===== src/rtl/hififo_ctrl_regs_if.sv =====
// PIO bus between the host-side request logic and the control register block.
// master: drives writes, read requests and completion ready.
// slave:  the register block, returns completions and the read-release pulse.
interface hififo_ctrl_regs_if;
  logic        wr_valid;
  logic [5:0]  wr_addr;
  logic [63:0] wr_data;
  logic        rr_valid;
  logic [5:0]  rr_addr;
  logic        rr_ready;
  logic        rc_valid;
  logic        rc_ready;
  logic [31:0] rc_data;

  modport master (
    output wr_valid, wr_addr, wr_data, rr_valid, rr_addr, rc_ready,
    input  rr_ready, rc_valid, rc_data
  );

  modport slave (
    input  wr_valid, wr_addr, wr_data, rr_valid, rr_addr, rc_ready,
    output rr_ready, rc_valid, rc_data
  );
endinterface


===== src/rtl/hififo_ctrl_regs.sv =====
// Control/status register block for a multi-channel host FIFO.
// Word map: 0 irq status (clear on read), 1 channel-present mask, 2 build stamp,
// 3/4 FIFO reset register (write 3 sets bits, write 4 clears), 5 irq mask,
// 32+i channel i status word. Reads run through a small IDLE/LOOKUP/RESP/DONE FSM.
// Optional feature: define HIFIFO_IRQ_MASK_EN to build the irq mask register;
// without it the mask reads as 0 and writes to word 5 are dropped.
module hififo_ctrl_regs #(
  parameter int unsigned NCH       = 8,
  parameter logic [15:0] ENABLE    = 16'h00FF,
  parameter logic [31:0] BUILDTIME = 32'd0
) (
  input  logic                clock,
  input  logic                reset_n,
  input  logic                pci_reset,
  hififo_ctrl_regs_if.slave   pio,
  input  logic [32*NCH-1:0]   status,
  input  logic [NCH-1:0]      irq_in,
  output logic                irq_req,
  input  logic                irq_ack,
  output logic [NCH-1:0]      fifo_reset
);

  localparam logic [1:0] StIdle   = 2'd0;
  localparam logic [1:0] StLookup = 2'd1;
  localparam logic [1:0] StResp   = 2'd2;
  localparam logic [1:0] StDone   = 2'd3;

  logic [1:0]     state_q, state_d;
  logic [5:0]     addr_q, addr_d;
  logic [31:0]    rc_data_q, rc_data_d;
  logic [NCH-1:0] rst_reg_q, rst_reg_d;
  logic [NCH-1:0] irq_status_q, irq_status_d;
  logic           irq_req_q, irq_req_d;
  logic [NCH-1:0] mask;
  logic [31:0]    rd_data;
  logic           rd_clear;

  // Upper write-data bits beyond the channel count carry no meaning here.
  logic unused_wr_data;
  assign unused_wr_data = ^pio.wr_data[63:NCH];

`ifdef HIFIFO_IRQ_MASK_EN
  logic [NCH-1:0] mask_q, mask_d;

  // Mask register load; a link reset blocks a same-cycle write but keeps the value.
  always_comb begin
    mask_d = mask_q;
    if (!pci_reset && pio.wr_valid && pio.wr_addr == 6'd5) begin
      mask_d = pio.wr_data[NCH-1:0];
    end
  end

  // Mask register state.
  always_ff @(posedge clock or negedge reset_n) begin
    if (!reset_n) begin
      mask_q <= '0;
    end else begin
      mask_q <= mask_d;
    end
  end

  assign mask = mask_q;
`else
  assign mask = '0;
`endif

  // Read data mux, evaluated on the captured address during LOOKUP.
  always_comb begin
    rd_data = '0;
    case (addr_q)
      6'd0: rd_data = 32'(irq_status_q);
      6'd1: rd_data = 32'(ENABLE[NCH-1:0]);
      6'd2: rd_data = BUILDTIME;
      6'd3, 6'd4: rd_data = 32'(rst_reg_q);
      6'd5: rd_data = 32'(mask);
      default: begin
        for (int i = 0; i < NCH; i++) begin
          if (addr_q == 6'(32 + i)) rd_data = status[32*i +: 32];
        end
      end
    endcase
  end

  // Read FSM next state; rc_data is frozen at the end of LOOKUP.
  always_comb begin
    state_d   = state_q;
    addr_d    = addr_q;
    rc_data_d = rc_data_q;
    case (state_q)
      StIdle: begin
        if (pio.rr_valid) begin
          state_d = StLookup;
          addr_d  = pio.rr_addr;
        end
      end
      StLookup: begin
        state_d   = StResp;
        rc_data_d = rd_data;
      end
      StResp: begin
        if (pio.rc_ready) state_d = StDone;
      end
      default: state_d = StIdle;
    endcase
    if (pci_reset) state_d = StIdle;
  end

  // FIFO reset register: set/clear writes, forced to all ones by a link reset.
  always_comb begin
    rst_reg_d = rst_reg_q;
    if (pci_reset) begin
      rst_reg_d = '1;
    end else if (pio.wr_valid) begin
      if (pio.wr_addr == 6'd3) begin
        rst_reg_d = rst_reg_q | pio.wr_data[NCH-1:0];
      end else if (pio.wr_addr == 6'd4) begin
        rst_reg_d = rst_reg_q & ~pio.wr_data[NCH-1:0];
      end
    end
  end

  // Interrupt status accumulates every pulse; a word-0 read clears it, but a pulse
  // arriving in the same LOOKUP cycle survives so it is never lost.
  always_comb begin
    rd_clear     = (state_q == StLookup) && (addr_q == 6'd0);
    irq_status_d = (rd_clear ? '0 : irq_status_q) | irq_in;
    irq_req_d    = (irq_req_q & ~irq_ack) | (|(irq_in & ~mask));
    if (pci_reset) begin
      irq_status_d = '0;
      irq_req_d    = 1'b0;
    end
  end

  // State registers.
  always_ff @(posedge clock or negedge reset_n) begin
    if (!reset_n) begin
      state_q      <= StIdle;
      addr_q       <= '0;
      rc_data_q    <= '0;
      rst_reg_q    <= '1;
      irq_status_q <= '0;
      irq_req_q    <= 1'b0;
    end else begin
      state_q      <= state_d;
      addr_q       <= addr_d;
      rc_data_q    <= rc_data_d;
      rst_reg_q    <= rst_reg_d;
      irq_status_q <= irq_status_d;
      irq_req_q    <= irq_req_d;
    end
  end

  assign pio.rc_valid = (state_q == StResp);
  assign pio.rr_ready = (state_q == StDone);
  assign pio.rc_data  = rc_data_q;
  assign irq_req      = irq_req_q;
  assign fifo_reset   = rst_reg_q;

endmodule


===== src/flat_wrapper.sv =====
// flat-port wrapper written by rule: the top's interface ports become plain ports
module hififo_ctrl_regs_flat 
#(
  parameter int unsigned NCH       = 8,
  parameter logic [15:0] ENABLE    = 16'h00FF,
  parameter logic [31:0] BUILDTIME = 32'd0
)
  (clock, reset_n, pci_reset, status, irq_in, irq_req, irq_ack, fifo_reset, pio_wr_valid, pio_wr_addr, pio_wr_data, pio_rr_valid, pio_rr_addr, pio_rc_ready, pio_rr_ready, pio_rc_valid, pio_rc_data);
  hififo_ctrl_regs_if pio_i ();
  input  logic clock;
  input  logic reset_n;
  input  logic pci_reset;
  input  logic [32*NCH-1:0] status;
  input  logic [NCH-1:0] irq_in;
  output logic irq_req;
  input  logic irq_ack;
  output logic [NCH-1:0] fifo_reset;
  input wire logic [$bits(pio_i.wr_valid)-1:0] pio_wr_valid;
  input wire logic [$bits(pio_i.wr_addr)-1:0] pio_wr_addr;
  input wire logic [$bits(pio_i.wr_data)-1:0] pio_wr_data;
  input wire logic [$bits(pio_i.rr_valid)-1:0] pio_rr_valid;
  input wire logic [$bits(pio_i.rr_addr)-1:0] pio_rr_addr;
  input wire logic [$bits(pio_i.rc_ready)-1:0] pio_rc_ready;
  output wire logic [$bits(pio_i.rr_ready)-1:0] pio_rr_ready;
  output wire logic [$bits(pio_i.rc_valid)-1:0] pio_rc_valid;
  output wire logic [$bits(pio_i.rc_data)-1:0] pio_rc_data;
  assign pio_i.wr_valid = pio_wr_valid;
  assign pio_i.wr_addr = pio_wr_addr;
  assign pio_i.wr_data = pio_wr_data;
  assign pio_i.rr_valid = pio_rr_valid;
  assign pio_i.rr_addr = pio_rr_addr;
  assign pio_i.rc_ready = pio_rc_ready;
  assign pio_rr_ready = pio_i.rr_ready;
  assign pio_rc_valid = pio_i.rc_valid;
  assign pio_rc_data = pio_i.rc_data;
  hififo_ctrl_regs #(.NCH(NCH), .ENABLE(ENABLE), .BUILDTIME(BUILDTIME)) u_core (.clock(clock), .reset_n(reset_n), .pci_reset(pci_reset), .pio(pio_i), .status(status), .irq_in(irq_in), .irq_req(irq_req), .irq_ack(irq_ack), .fifo_reset(fifo_reset));
endmodule

===== config.mk =====
export PLATFORM = sky130hd
export DESIGN_NAME = hififo_ctrl_regs_flat
export DESIGN_NICKNAME = d
export VERILOG_FILES = /design/src/rtl/hififo_ctrl_regs_if.sv /design/src/rtl/hififo_ctrl_regs.sv /design/src/flat_wrapper.sv
export SDC_FILE = /design/constraint.sdc
export NUM_CORES = 1
export LEC_CHECK = 0
export ABC_AREA = 1
export CELL_PAD_IN_SITES_DETAIL_PLACEMENT = 0
export CELL_PAD_IN_SITES_GLOBAL_PLACEMENT = 1
export CORE_MARGIN = 10
export CORE_UTILIZATION = 21
export DETAILED_ROUTE_END_ITERATION = 7
export GPL_ROUTABILITY_DRIVEN = 0
export PLACE_DENSITY_LB_ADDON = 0.1
export SETUP_SLACK_MARGIN = 0.4
export SYNTH_ARGS = -nofsm -noshare
export SYNTH_HDL_FRONTEND = slang
export SYNTH_SLANG_ARGS = --single-unit

===== constraint.sdc =====
create_clock -name clock -period 2.17 [get_ports clock]
set_input_delay 0.3255 -clock clock [delete_from_list [all_inputs] [get_ports clock]]
set_output_delay 0.3255 -clock clock [all_outputs]
set_load 0.05 [all_outputs]

* Word-level counts from Yosys, hierarchy flattened
Cells that the tools add are included.
** Word-level totals
- Word-level logic and storage cells :: 64
- Flip-flop bits (word level) :: 57
- Bits of input ports :: 347
- Output and inout port bits :: 43
** Operators by class
- Reduce and logical (&&, ||, !) cells :: 11
- Equality and inequality tests :: 20
- Bitwise logic cells :: 7
- Mux-type cells :: 20
** Operator list (number)
- 32-bit 2-to-1 mux :: 8
- 32-bit case mux with 4 select lines :: 1
- 6-bit equality test, second input constant :: 8
- 8-bit 2-to-1 mux :: 6
- 6-bit by 2-bit equality test with 1-bit output, second input constant :: 3
- 6-bit by 3-bit equality test with 1-bit output, second input constant :: 3
- 8-bit bitwise OR :: 2
- 8-bit bitwise AND :: 1
- 8-bit NOT :: 1
- 8-bit OR reduction :: 1
- 6-bit by 1-bit equality test with 1-bit output, second input constant :: 1
- 6-bit zero test :: 1
- 2-bit 2-to-1 mux :: 3
- 3-bit != test, second input constant :: 2
- 2-bit case mux with 3 select lines :: 1
- 2-bit AND reduction :: 3
- 2-bit equality test, second input constant :: 2
- 2-bit OR reduction :: 2
- 3-bit nonzero test :: 1
- 2-bit by 1-bit equality test with 1-bit output, second input constant :: 1
- 2-bit zero test :: 1
- 2-bit nonzero test :: 1
- 1-bit bitwise AND :: 1
- 1-bit logical AND :: 1
- 3 further kinds :: 3

* Depth between registers and ports, before layout
Gate-level depths: netlist of run 1.
- Word-level depth :: 10
- Depth in mapped cells :: 12
- Depth with buffers taken out :: 11

* Worst setup path after synthesis of run 1
No wires, ideal clock.
- Kind :: reg-to-reg
- Start point :: reg u_core.state_q[1]
- End point :: reg u_core.rc_data_q[2] (netlist: u_core.pio.rc_data[2])
- Data arrival time :: 1.463 ns
- Setup time :: 0.126 ns
- Required time :: 2.044 ns
- Clock period less this slack :: 1.589 ns
- Buffers on the path :: 2
- Path slack :: 0.581 ns
- Cell stages (with the launch flop) :: 8
- Cell sequence :: dfrtp_1 inv_1 ha_1 clkbuf_1 inv_1 clkbuf_1 a211oi_1 a21oi_1
** On the way
- Word-level cells in the longest chain between the ends :: 1
** Ends and longest elaborated chain
- start, declared :: RTL line hififo_ctrl_regs.sv:28 : logic [1:0] state_q, state_d;
- start signal, assigned :: RTL line hififo_ctrl_regs.sv:137 : state_q <= StIdle;
- start signal, assigned :: RTL line hififo_ctrl_regs.sv:144 : state_q <= state_d;
- 2-bit by 1-bit equality test with 1-bit output :: RTL line hififo_ctrl_regs.sv:89 : case (state_q)
- end signal, assigned :: RTL line hififo_ctrl_regs.sv:146 : rc_data_q <= rc_data_d;
- end, declared :: RTL line hififo_ctrl_regs.sv:30 : logic [31:0] rc_data_q, rc_data_d;
Every way passes these cells.
A chain may end at the register's enable or synchronous reset.

* Worst setup path after layout of run 1
- Start point :: reg u_core.addr_q[2]
- End point :: reg u_core.rc_data_q[1] (netlist: u_core.pio.rc_data[1])
** On the way
- Word-level cells in the longest chain between the ends :: 10
- Elaborated cells between the ends (all ways) :: 25
- Classes of those cells :: eq/ne (13); mux (9); reduce/logical (3)
** Ends and longest elaborated chain
- start, declared :: RTL line hififo_ctrl_regs.sv:29 : logic [5:0] addr_q, addr_d;
- start signal, assigned :: RTL line hififo_ctrl_regs.sv:145 : addr_q <= addr_d;
- 6-bit equality test :: RTL line hififo_ctrl_regs.sv:78 : if (addr_q == 6'(32 + i)) rd_data = status[32*i +: 32];
- 32-bit 2-to-1 mux (8 in a row) :: RTL line hififo_ctrl_regs.sv:78
- 32-bit case mux with 4 select lines (*) :: RTL line hififo_ctrl_regs.sv:70 : case (addr_q)
Mark *: on every way between the ends. The rest lies on a longest branch, timed or not.

==> impl_metrics.json, run 1 <==
{
  "vias": 6687,
  "fin_setup_tns_ps": 0,
  "tritoncts_clock_tree": "built",
  "switching_component_of_the_power_uw": 3900,
  "worst_setup_path_end_kind": "register",
  "initial_core_util_pct": 21.2,
  "detail_route.wl_per_cell_um": 20.8,
  "grtUsageTotal_pct": 20.3,
  "worstReg2RegStart": "u_core.addr_q[2]",
  "combinationalPowerShare_pct": 61.0,
  "grt_first_pass_wirelength_mm": 44.6,
  "clkPwrFrac_pct": 18.9,
  "die_x_um": 171,
  "number_of_nets_with_antenna_violations_after_detailed_routing": 0,
  "placement.io_buffers": 333,
  "syn-mean-instance-area_um2": 5.98,
  "clock-root-buffer": "clkbuf_16",
  "gr-total-overflow": 0,
  "finClkSkew_ps": 6.60,
  "wirelength_mm": 30.7,
  "highest-signal-layer": "met5",
  "via_count_of_the_first_global_routing_pass": 7058,
  "detail_route.iter0.violations": 333,
  "min_path_type": "register to register",
  "pin_slew_with_the_least_headroom_to_its_limit_ps": 568,
  "cts_max_level": 3,
  "layout_commonest_cell": "nand2_1",
  "timing.final.crit_share_pct": 85.6,
  "syn2layout_area_growth_pct": 103,
  "synthDistinctLibCells": 38,
  "layout.cells.non_filler": 1472,
  "crit_arrival_ps": 2120,
  "viasPerCell": 4.54,
  "synthesis.nets": 1153,
  "pin_count": 390,
  "clock_pin_slew_on_the_worst_setup_and_hold_paths_ps": 50,
  "placement.setup.worst_slack_ps": 162,
  "hpwl_mm": 23.9,
  "hold_viol": 0,
  "number_of_antenna_violations_at_the_first_check_in_global_routing": 7,
  "clock.fmax_mhz": 538,
  "reg2reg_depth": 11,
  "hold_path.startpoint": "u_core.pio.rc_data[27]",
  "dr.pass1.iters": 5,
  "die-area_um2": 29300,
  "synthesis.yosys.warnings": 0,
  "coreArea_um2": 22600,
  "final-max-slew-violation-count": 0,
  "flop_pwr_share_pct": 20.0,
  "ys_seq_area_share_pct": 30.0,
  "synth.ff_latch_count": 57,
  "numPlacedInstances": 1409,
  "setup_crit_start_kind": "register",
  "post_synth_inst_count": 802,
  "most-common-layout-cells": "nand2_1, clkdlybuf4s50_1, nor2_1",
  "ctsLongestPathBuffers": 2,
  "setup-violations-final": 0,
  "grt_setup_unrepaired": "yes",
  "cap_violations": 0,
  "holdPathStages": 2,
  "status": "finished clean",
  "maxSlewHeadroom_pct": 62.3,
  "cts.sink_count": 57,
  "crit_fanout": 8,
  "swShare_pct": 46.6,
  "design.final.nets": 1531,
  "max-vdd-ir-drop_mv": 0.420,
  "cts_buffers": 9,
  "largest_net_degree_at_the_start_of_global_routing": 58,
  "fin_ws_ps": 312,
  "wl_met2_mm": 14.9,
  "p_int_uw": 4470,
  "drive_above_1_share_pct": 16.5,
  "route.met3.wl_mm": 3.03,
  "leakagePower_uw": 0.00455,
  "cp.required_ps": 2430,
  "crit_start": "u_core.addr_q[2]",
  "die_height_um": 171,
  "period_minus_slack_ps": 1860,
  "row_count": 55,
  "power-per-cell-area_nw_per_um2": 859,
  "criticalPathCategory": "register to register",
  "clock_insertion_delay_worst_skew_ps": 330,
  "drt-met1-wl_mm": 12.1,
  "syn_area_um2": 4790,
  "post-route-drc-count": 0
}
## Yosys cell counts
| master | number | area share (%) |
|---|---|---|
| buf_1 | 2 | 0.16 |
| inv_2 | 8 | 0.63 |
| nor3_4 | 1 | 0.34 |
| clkinv_1 | 2 | 0.16 |
| nor2_1 | 101 | 7.9 |
| buf_2 | 14 | 1.5 |
| buf_4 | 2 | 0.31 |
| nor3_2 | 1 | 0.21 |
| nand3_1 | 63 | 6.6 |
| nor2_2 | 5 | 0.65 |
| a21oi_1 | 62 | 6.5 |
| a31oi_1 | 1 | 0.13 |
| o211ai_1 | 1 | 0.16 |
| nand3_4 | 1 | 0.37 |
| dfrtp_1 | 49 | 26 |
| o41ai_1 | 1 | 0.18 |
| or2_2 | 9 | 1.2 |
| nor4_1 | 3 | 0.39 |
| nand2_1 | 317 | 25 |
| a22o_1 | 1 | 0.18 |
| nand2_4 | 1 | 0.23 |
| nand2_2 | 4 | 0.52 |
| buf_6 | 2 | 0.47 |
| nor3_1 | 1 | 0.10 |
| a21oi_4 | 1 | 0.34 |
| o21ai_0 | 13 | 1.4 |
| and2_0 | 1 | 0.13 |
| or2_0 | 12 | 1.6 |
| nor2_8 | 1 | 0.42 |
| a211oi_1 | 8 | 1.3 |
| inv_1 | 41 | 3.2 |
| ha_1 | 4 | 1.0 |
| nand4_1 | 32 | 4.2 |
| dfstp_2 | 8 | 4.4 |
| o21bai_1 | 6 | 0.94 |
| nor2_4 | 1 | 0.23 |
| o21ai_1 | 2 | 0.21 |
| clkbuf_1 | 20 | 1.6 |
## cell families (layout without fill, tap and decap cells)
logic type / count (synthesis) / after routing / synth area share (%)
AO/OA/AOI/OAI: 96 / 96 / 11.2
adder cells (fa/ha/maj): 4 / 4 / 1.04
buffers and inverters: 91 / 471 / 7.96
flip-flops: 57 / 57 / 30.0
other: 0 / 2 / 0
AND/OR/NAND/NOR: 554 / 557 / 49.8
## metrics by stage
| step | instance area [µm²] | hold WS [ps] | power, µW | util (%) |
|---|---|---|---|---|
| after floorplan | 4790 | 29.9 | 4170 | - |
| after global placement | 8610 | 356 | 6100 | 38.2 |
| after detailed placement | 8610 | 357 | 6120 | 38.2 |
| after CTS | 9650 | 478 | 8270 | 42.8 |
| after global routing | 9740 | 493 | 8910 | 43.1 |
| final | 9740 | 472 | 8370 | 43.2 |
## path summary, 6_finish.rpt
kind / endpoint / slack (ps)
setup / recovery: u_core.pio.rc_data[1] / 310
setup reg to reg: u_core.pio.rc_data[1] / 310
min in group asynchronous: u_core.pio.rc_data[19] / 550
hold reg to reg: u_core.pio.rc_data[27] / 470
max in group asynchronous: u_core.fifo_reset[2] / 1310
hold / removal: u_core.pio.rc_data[27] / 470
## state kept, by name, summed over array words and instances, names as in the netlist
signal,count
u_core.fifo_reset,8
u_core.state_q,2
u_core.irq_status_q,8
u_core.addr_q,6
u_core.irq_req,1
u_core.pio.rc_data,32
## layout make-up
| type | instances | area [µm²] |
|---|---|---|
| Inverter | 51 | 203 |
| Clock inverter | 4 | 75.1 |
| Sequential cell | 57 | 1440 |
| Antenna cell | 2 | 5.00 |
| Fill cell | 2418 | 12800 |
| Clock buffer | 12 | 256 |
| Multi-Input combinational cell | 657 | 3290 |
| Tap cell | 285 | 357 |
| Timing Repair Buffer | 404 | 4120 |
## critical path, cell delays in order, from the launching register on
cell and delay [ps]:
dfrtp_1 410, buf_6 140, nor2_4 150, buf_12 130, nand2_4 50, nor2_4 140
clkinvlp_4 230, nor2_2 170, nor2_2 60, nand4_1 110, nand2_2 90, a21oi_2 110
## power by group through the flow
stage	registers, µW	logic, µW	clock network, µW
global placement	1680	4420	0
CTS	1680	4980	1620
detailed placement	1690	4420	0
finish	1680	5110	1580
global route	1730	5520	1670
floorplan	2570	1600	0
## repair_timing
| action | in CTS | in global routing |
|---|---|---|
| resized for setup | 124 | 18 |
| setup buffers | 32 | 1 |
| setup endpoints to repair | 72 | 46 |
| pin swaps | 39 | 20 |
| gates cloned | 8 | 3 |
| hold buffers | 1 | 0 |
| hold endpoints to repair | 2 | 0 |
## layer usage
metal / GRT usage, % / vias up
li1: - / 3363
met1: 22.1 / 3009
met2: 36.0 / 265
met3: 8.18 / 40
met4: 4.88 / 10
met5: 0 / -
No activity file was read; power rests on OpenSTA's default activity.
==> inputs of run 2 (changes only) <==
--- a/config.mk
+++ b/config.mk
@@ -12,8 +12,7 @@
 export CORE_UTILIZATION = 21
 export DETAILED_ROUTE_END_ITERATION = 7
 export GPL_ROUTABILITY_DRIVEN = 0
-export PLACE_DENSITY_LB_ADDON = 0.1
-export SETUP_SLACK_MARGIN = 0.4
+export PLACE_DENSITY = 0.89
 export SYNTH_ARGS = -nofsm -noshare
 export SYNTH_HDL_FRONTEND = slang
 export SYNTH_SLANG_ARGS = --single-unit
==> run 2 against run 1 <==
Die area stayed put; combinational power decreased by 15%; utilization decreased by 3.5 points; critical endpoint is now pio_rr_ready; sequential cell count unchanged; the flow now finishes with violations (hold timing); register-to-register slack got worse by 160 ps; largest power group unchanged; global-route usage shrank 1.7 points; sequential share of layout area increased by 1.3 points.
==> impl_metrics.json, run 2 (same netlist as run 1, synthesis figures left out) <==
{
  "number_of_nets_with_antenna_violations_after_detailed_routing": 0,
  "worst_hold_slack_ps": -10.1,
  "criticalPathCategory": "register to output pin",
  "number_of_antenna_violations_at_the_first_check_in_global_routing": 5,
  "viasPerCell": 4.61,
  "num-fill-cells": 2379,
  "slowest_stage_cell_crit_path": "clkdlybuf4s50_1",
  "status": "finished with violations",
  "placement.io_buffers": 333,
  "cts_buffers": 9,
  "cp.required_ps": 1840,
  "clock.fmax_mhz": 481,
  "pin_count": 390,
  "final-max-slew-violation-count": 0,
  "setup_crit_start_kind": "register",
  "vias": 6582,
  "groute.layer.met2.usage_pct": 32.7,
  "maxSlewHeadroom_pct": 61.8,
  "grt_first_pass_wirelength_mm": 40.8,
  "worst_setup_path_end_kind": "output pin",
  "timing.final.crit_share_pct": 95.8,
  "crit_fanout": 4,
  "grtUsageTotal_pct": 18.6,
  "worstPathCellList": "ha_1, clkdlybuf4s50_1",
  "cp_num_buf_inv": 1,
  "coreArea_um2": 22600,
  "via_count_of_the_first_global_routing_pass": 6665,
  "fin_setup_tns_ps": 0,
  "final_design_area_no_fill_um2": 8960,
  "finClkSkew_ps": 5.66,
  "gr-total-overflow": 0,
  "power-per-cell-area_nw_per_um2": 841,
  "max-vdd-ir-drop_mv": 0.389,
  "layout_commonest_cell": "clkdlybuf4s50_1",
  "die_height_um": 171,
  "drive_above_1_share_pct": 7.81,
  "tritoncts_clock_tree": "built",
  "syn2layout_area_growth_pct": 86.9,
  "detail_route.iter0.violations": 385,
  "violations_in_the_final_reports": "hold timing",
  "most-common-layout-cells": "clkdlybuf4s50_1, nand2_1, nor2_1",
  "post-route-drc-count": 0,
  "crit_path_max_incr_delay_ps": 820,
  "crit_arrival_ps": 1750,
  "initial_core_util_pct": 21.2,
  "hpwl_mm": 23.7,
  "finish.utilization_pct": 39.7,
  "cts.sink_count": 57,
  "grtUsageMet1_pct": 20.2,
  "grt_setup_unrepaired": "no",
  "clock-root-buffer": "clkbuf_16",
  "detail_route.wl_per_cell_um": 20.1,
  "grtUsageMet3_pct": 6.66,
  "cap_violations": 0,
  "largest_net_degree_at_the_start_of_global_routing": 58,
  "design.final.nets": 1486,
  "multi_input_comb_area_um2": 2990,
  "largest_register_ffs": 32,
  "cpLargestDelayFamily": "buffers and inverters",
  "pin_slew_with_the_least_headroom_to_its_limit_ps": 571,
  "top_usage_layer": "met2",
  "cts_max_level": 3,
  "ctsLongestPathBuffers": 2,
  "clock_pin_slew_on_the_worst_setup_and_hold_paths_ps": 50,
  "period_minus_slack_ps": 2080,
  "leakagePower_uw": 0.00405,
  "dr.pass1.iters": 5,
  "die_x_um": 171,
  "hold_viol": 7,
  "placement_stage_cell_area_um2": 8610,
  "wirelength_mm": 28.6,
  "sequential_standard_cell_area_um2": 1440,
  "clock_insertion_delay_worst_skew_ps": 330,
  "row_count": 55,
  "setup-violations-final": 0,
  "die-area_um2": 29300,
  "cts.hold.buffers_added": 0,
  "min_path_type": "input pin to async pin"
}
## run 2: changes by cell type in the layout (fill, tap and decap cells not counted), moves of 11 or more
cell	delta
nand2_2	-16
nor2_2	-11
nor2_1	+18
clkdlybuf4s50_1	+42
dlygate4sd2_1	-33
nand2_1	+24
buf_4	-24
## run 2: cell type report
type                       instances  area share [%]
clock buffer                      13            3.13
tap                              285            3.98
sequential                        57            16.0
multi-input combinational        654            33.4
clock inverter                     2           0.391
inverter                          51            2.14
antenna                            4           0.112
timing repair buffer             362            40.8
## run 2: repair_timing
action | CTS | global route
endpoints found under the setup margin | 0 | 4
endpoints found under the hold margin | 0 | 0
buffers inserted | 0 | 2
gates resized for setup | 0 | 1
## run 2: power by group
| group | internal (µW) | leakage, µW | switching (µW) | total [µW] |
|---|---|---|---|---|
| combinational | 1610 | 0.00318 | 2740 | 4360 |
| clock | 1000 | 0.000158 | 501 | 1510 |
| sequential | 1430 | 0.000713 | 248 | 1680 |
## run 2: final timing paths
| kind | from | to | slack, ps | depth (start not counted) |
|---|---|---|---|---|
| worst min register to register | u_core.fifo_reset[0] | u_core.fifo_reset[0] | 480 | 2 |
| worst max register to register | u_core.addr_q[0] | u_core.pio.rc_data[15] | 150 | 10 |
| worst min-delay path | reset_n | u_core.pio.rc_data[30] | -10 | 2 |
| max in group asynchronous | reset_n | u_core.fifo_reset[6] | 1820 | 2 |
| min in group clock | u_core.fifo_reset[0] | u_core.fifo_reset[0] | 480 | 2 |
| worst max-delay path | u_core.state_q[0] | pio_rr_ready | 90 | 2 |
## run 2: metrics by stage
stage / hold WS, ps / std cells / total power, µW / setup slack (ps)
after floorplan: 29.9 / 802 / 4170 / 581
final: -10.1 / 1428 / 7540 / 91.4
after global placement: 383 / 1407 / 6010 / 183
after detailed placement: 375 / 1407 / 6060 / 142
after global routing: 14.7 / 1428 / 8010 / 16.2
after CTS: 23.9 / 1422 / 7610 / 55.3
## run 2: layer usage
layer | part of all wire [%] | vias to the layer above
li1 | - | 3256
met1 | 38 | 3005
met2 | 50 | 287
met3 | 9.8 | 32
met4 | 2.2 | 2
met5 | 0.070 | -
